File: config.mk
export PLATFORM = sky130hd
export DESIGN_NAME = layer_output_serializer
export DESIGN_NICKNAME = d
export VERILOG_FILES = /design/src/rtl/layer_output_serializer.sv
export SDC_FILE = /design/constraint.sdc
export NUM_CORES = 2
export LEC_CHECK = 0
export CORE_ASPECT_RATIO = 0.7
export CORE_MARGIN = 3
export CORE_UTILIZATION = 60
export CTS_CLUSTER_SIZE = 25
export DETAILED_ROUTE_END_ITERATION = 8
export PLACE_DENSITY = 0.84
export REMOVE_ABC_BUFFERS = 1
export SYNTH_ARGS = -nofsm -noshare
export SYNTH_HDL_FRONTEND = slang
export SYNTH_SLANG_ARGS = --single-unit
File: constraint.sdc
create_clock -name clk -period 7.65 [get_ports clk]
set_input_delay 1.53 -clock clk [delete_from_list [all_inputs] [get_ports clk]]
set_output_delay 1.53 -clock clk [all_outputs]
set_load 0.005 [all_outputs]
File: src/rtl/layer_output_serializer.sv
// Collects per-neuron outputs of one layer into a holding array and streams
// them word by word to the next layer, double-buffered so collection overlaps emission.
module layer_output_serializer #(
  parameter int numNeuron = 30,
  parameter int dataWidth = 16
) (
  input  logic                           clk,
  input  logic                           rst,
  input  logic [numNeuron-1:0]           x_valid,
  input  logic [numNeuron*dataWidth-1:0] x_in,
  output logic [dataWidth-1:0]           data_out,
  output logic                           data_out_valid,
  output logic                           data_last,
  output logic                           busy,
  output logic                           overrun
);

  localparam int BW = (numNeuron > 1) ? $clog2(numNeuron) : 1;
  localparam logic [BW-1:0] LAST_BEAT = BW'(numNeuron - 1);

  typedef enum logic {IDLE, EMIT} state_t;

  state_t               state, state_n;
  logic [BW-1:0]        beat, beat_n;
  logic [numNeuron-1:0] mask, mask_n;
  logic [dataWidth-1:0] hold   [numNeuron];
  logic [dataWidth-1:0] sbuf   [numNeuron];
  logic [dataWidth-1:0] merged [numNeuron];
  logic [dataWidth-1:0] sbuf_n [numNeuron];
  logic                 complete, dup, transfer;

  always_comb begin
    complete = &(mask | x_valid);
    dup      = |(mask & x_valid);
    // A finished vector may only move to the shift array when no burst is
    // using it, or when the burst is on its final beat.
    transfer = complete && ((state == IDLE) || (beat == LAST_BEAT));
    for (int i = 0; i < numNeuron; i++) begin
      merged[i] = mask[i] ? hold[i] : x_in[i*dataWidth +: dataWidth];
      sbuf_n[i] = transfer ? merged[i] : sbuf[i];
    end
    mask_n  = transfer ? '0 : (mask | x_valid);
    state_n = state;
    beat_n  = beat;
    case (state)
      IDLE: begin
        if (transfer) begin
          state_n = EMIT;
          beat_n  = '0;
        end
      end
      EMIT: begin
        if (beat == LAST_BEAT) begin
          beat_n = '0;
          if (!transfer) state_n = IDLE;
        end else begin
          beat_n = beat + BW'(1);
        end
      end
      default: begin
        state_n = IDLE;
        beat_n  = '0;
      end
    endcase
  end

  // State and capture registers; outputs are registered from next-state values
  always_ff @(posedge clk or negedge rst) begin
    if (!rst) begin
      state          <= IDLE;
      beat           <= '0;
      mask           <= '0;
      overrun        <= 1'b0;
      data_out       <= '0;
      data_out_valid <= 1'b0;
      data_last      <= 1'b0;
      busy           <= 1'b0;
      for (int i = 0; i < numNeuron; i++) begin
        hold[i] <= '0;
        sbuf[i] <= '0;
      end
    end else begin
      state   <= state_n;
      beat    <= beat_n;
      mask    <= mask_n;
      overrun <= overrun | dup;
      for (int i = 0; i < numNeuron; i++) begin
        if (x_valid[i] && !mask[i]) hold[i] <= x_in[i*dataWidth +: dataWidth];
        sbuf[i] <= sbuf_n[i];
      end
      data_out_valid <= (state_n == EMIT);
      data_out       <= (state_n == EMIT) ? sbuf_n[beat_n] : '0;
      data_last      <= (state_n == EMIT) && (beat_n == LAST_BEAT);
      busy           <= (state_n == EMIT) || (&mask_n);
    end
  end

endmodule

Word-level counts from Yosys, hierarchy flattened:

Index checks and enable logic that the tools add are counted.

* reduce and logical (&&, ||, !) cells: 67
* equal/unequal tests: 2
* bitwise operators: 5
* $lt $le $gt $ge: 1
* muxes and demuxes: 71
* add/sub/neg operators: 1

Operators by type and width (number)
* 2-to-1 mux 16 bit: 63
* binary-select mux 16 bit (select 5 bit): 1
* AND reduction 30 bit: 2
* logical AND 1 bit: 32
* AND 30 bit: 1
* zero test 1 bit: 30
* 2-to-1 mux 30 bit: 1
* OR 30 bit: 1
* OR reduction 30 bit: 1
* == test 5 bit, second input constant: 2
* 2-to-1 mux 5 bit: 2
* one-hot mux 5 bit (2 select lines): 1
* >= comparator 6 bit, second input constant: 1
* inverter 5 -> 6 bit: 1
* adder 5 x 1 -> 5 bit, second input constant: 1
* logical OR 1 bit: 2
* 2-to-1 mux 1 bit: 2
* one-hot mux 1 bit (2 select lines): 1
* inverter 1 bit: 1
* OR 1 bit: 1

* bits in registers: 1015
* logic and storage cells: 214

Longest topological paths before layout:

* depth in word-level cells: 10
* gate-level depth with buffers: 16

Least setup slack after synthesis:

Ideal clock, no wire load.

* path type: input port to flip-flop
* start point: input port x_valid[22]
* end point: register data_out[4]
* path buffers: 2
* path slack: 3.783 ns
* cell stages on the path: 11
* data arrival time: 3.728 ns
* data required time: 7.512 ns
* cells stage by stage: nor2_1 -> nor4_2 -> nand4_4 -> or3_1 -> buf_6 -> buf_6 -> a211oi_2 -> a311oi_1 -> o21ai_1 -> o211ai_1 -> or4_1

* word-level cells in the longest chain between the ends: 10

Ends and longest elaborated chain
* start: declaration: line 9 `input logic [numNeuron-1:0] x_valid,`
* OR 30 bit *: line 33 `complete = &(mask | x_valid);`
* AND reduction 30 bit *: line 33
* logical AND 1 bit *: line 37 `transfer = complete && ((state == IDLE) || (beat == LAST_BEAT));`
* 2-to-1 mux 5 bit: line 47 `if (transfer) begin`
* one-hot mux 5 bit (2 select lines): line 45 `case (state)`
* inverter 5 -> 6 bit (implied by the code): line 92 `data_out <= (state_n == EMIT) ? sbuf_n[beat_n] : '0;`
* binary-select mux 16 bit (select 5 bit): line 92
* 2-to-1 mux 16 bit (implied by the code) (2 in a row): line 92
* 2-to-1 mux 16 bit *: line 92
* end signal: assignment: line 92
* end: declaration: line 11 `output logic [dataWidth-1:0] data_out,`

Mark *: on every way between the ends. The rest lies on a longest branch, timed or not. The select of a mux whose other input is x is not followed.
A chain may end at the register's enable or synchronous reset.

Final worst setup path:

* start point: input port x_valid[28]
* end point: register data_out[7]

Same word-level chain as after synthesis.

==> impl_metrics.toml <==
[cts]
cts_made_buffers = 96
cts_tree = "built"
clock-sinks = 1015
cts_setup_buffers = 0
post_cts_resized = 0
htree_levels = 3
root_buffer = "clkbuf_16"
clkLatencyLatePin_ns = 0.68
clockBufferDepth = 3
clkTransAtPathRegs_ns = 0.07
cts_hold_buf = 0

[detailed_routing]
vias = 37800
wl_met3_mm = 17.9
post-route-drc-count = 0
ant_nets = 0
drtPass1Iterations = 7
drt_iter0_markers = 4320
wirelength_met1_mm = 61.0
wl_met2_mm = 69.5
highest_layer = "met5"
via_per_inst = 6.33
wl_per_cell_um = 26.2
drt-total-wl_mm = 156

[timing]
hold_viol = 0
hold_ws_ns = 0.481
slew_viol_final = 0
fin_tns_setup_ns = 0
min_period_over_period_pct = 70.8
tightestPinTransition_ns = 1.42
fmax_ghz = 0.185
grt_setup_unrepaired = "false"
min_period_ns = 5.42
setup_viol = 0
maxSlewHeadroom_pct = 5.43
skew_ns = 0.0229

[cells_and_area]
nets = 5337
final_util_pct = 73.1
num-fill-cells = 5242
area_growth_pct = 19.3
fin_cells = 5963
layout-drive-gt1-share_pct = 15.8

[setup_path]
rrSetupSlack_ns = 2.43
start_kind = "primary input"
path_buf_inv = 2
crit_path_cell_trace = "clkdlybuf4s50_1, nor2_1, nor4_2, nand4_2, or3_4, buf_12, and3_1, a211oi_1, a31oi_1, a221oi_1, a22o_1"
crit_arrival_ns = 6.04
critPathLaunch = "x_valid[28]"
slowest_stage = "clkdlybuf4s50_1"
path_class = "primary input to flip-flop"
cp-end-kind = "flip-flop"
cp_slowest_stage_delay_ns = 0.77
required_ns = 8.27
crit_fanout = 187
critPathTopFamily = "simple AND/OR/NAND/NOR gates"
r2r_start = "mask[29]"

[run_status]
status = "complete, no violations"

[min_path]
holdCritStartpoint = "sbuf[287]"
hold_class = "flip-flop to flip-flop"

[global_routing]
grt_max_degree = 191
antenna_found_initial = 45
grt_usage_pct = 36.8
grt_pass1_wl_mm = 230
grt_overflow_total = 0
grt_pass1_vias = 37500

[power_and_ir_drop]
pwr_density_cell_nw_per_um2 = 432
seqPwrFrac_pct = 39.2
power_switching_mw = 9.70
power_frac_clock_pct = 20.0
ir_drop_v = 0.000302
p_comb_share_pct = 40.9
leakage_nw = 26.8
total_power_mw = 24.6
switching_share_pct = 39.5
internal_power_mw = 14.9

[placed_design]
hpwl_mm = 107
dp.cells = 5769
io_buffers = 531
routabilityCongestion = 0.960

[synth]
synth_top_area_share_pct = 53.3
synth_flop_cell = "dfrtp_1"
syn-cell-area_um2 = 47700
synth_edf_count = 0
synthTopCellsByArea = "dfrtp_1 53%, mux2_2 12%, mux2i_1 9.4%"
synth_most_common_cell = "dfrtp_1"
synth.distinct_cells = 61
ys_top_cells_by_count = "1015 x dfrtp_1, 794 x nand2_1, 500 x mux2_2, 447 x mux2i_1, 347 x o21ai_0"
async_flop_share_pct = 100
synth_top_cell_by_area = "dfrtp_1"
yosysSeqAreaShare_pct = 53.3
syn_inst = 4458
ys_ff_latch = 1015
synth_area_per_cell_um2 = 10.7
ys.warnings.count = 0

[die]
ios = 532
core-area_um2 = 77700
fp.dieW_um = 343
die_area_um2 = 82900
start_util_pct = 61.3
fp.dieH_um = 242
num_rows = 85

[run]
drv_cap = 0
worst register-to-register path: stages (launching register included):
cell	delay, ns
dfrtp_1	1.28
nor2_1	0.37
nor4_4	0.37
nand4_4	0.25
or3_4	0.72
buf_12	0.49
and3_1	0.40
a211oi_1	0.22
a31oi_1	0.07
a221oi_1	0.73
a22o_1	0.26
logic make-up (layout without fill, tap and decap cells):
family | count (synthesis) | in the layout | synth area share [%]
AO/OA/AOI/OAI | 742 | 742 | 9.64
XOR/XNOR | 1 | 1 | 0.0184
adder cells (fa/ha/maj) | 2 | 2 | 0.0525
buffers and inverters | 341 | 779 | 3.06
flip-flops | 1015 | 1015 | 53.3
multiplexers | 947 | 947 | 21.2
other | 0 | 23 | 0
AND/OR/NAND/NOR | 1410 | 1410 | 12.7
metal layers:
metal,global-route usage [%],vias up
li1,-,16300
met1,48.6,18900
met2,55.4,2014
met3,12.6,441
met4,16.1,52
met5,0,-
stage by stage:
step                      cell area, um^2  worst slack (ns)
after floorplan                     46200            -10.32
after global placement              53600              1.89
after detailed placement            53600              1.80
after CTS                           56800              2.47
after global routing                56800              2.07
final                               56800              2.23
placed cells by master, fill, tap and decap left out, types with 5 or more instances in the layout:
master           count
clkdlybuf4s50_1    530
nand2_1            794
nor2b_1             63
a22o_1               9
a31oi_1             85
bufinv_16            7
a21oi_1             72
a211oi_1            71
a211o_1             13
nand2b_1            32
clkbuf_1            21
nor3_1               6
and3_1              22
a22oi_1             25
o211ai_1             6
a211oi_2            23
dfrtp_1           1015
diode_2             23
clkbuf_16           99
nor2_1             264
o21a_1              34
clkbuf_8            21
nor4_1              14
buf_4               57
clkinv_2            18
inv_1                6
o22ai_1              6
o21ai_0            346
nor2_2               9
a21o_1              10
buf_12              12
a221oi_1             6
o31ai_1              5
mux2i_1            447
nand3_1            171
mux2_2             500
power groups by stage:
stage | Sequential [mW] | Clock (mW) | Combinational [mW]
final | 9.62 | 4.91 | 10.0
after global routing | 9.88 | 5.15 | 10.7
after CTS | 9.55 | 4.93 | 9.78
after detailed placement | 9.60 | 0 | 9.69
after global placement | 9.42 | 0 | 9.38
after floorplan | 9.33 | 0 | 7.17
cell type report:
class                           instances  area (um^2)  share of cell area (%)
Clock inverter                         30          344                   0.605
Timing Repair Buffer                  600         5990                    10.5
Inverter                                8         30.0                  0.0528
Tap cell                             1044         1310                    2.30
Sequential cell                      1015        25400                    44.7
Antenna cell                           23         57.6                   0.101
Multi-Input combinational cell       3102        20900                    36.7
Clock buffer                          141         2850                    5.01
state kept, by name, indices dropped and copies added, names as in the netlist:
signal and cells:
data_last 1, overrun 1, beat 5, data_out 16, hold 480, busy 1
state 1, sbuf 480, mask 30
final timing paths:
path | to | cells past startpoint
max | data_out[7] | 11
min | sbuf[287] | 2
max reg2reg | data_out[7] | 10
min reg2reg | sbuf[287] | 2
max in group asynchronous | hold[260] | 3
min in group asynchronous | hold[5] | 1
No activity file was read; power rests on OpenSTA's default activity.
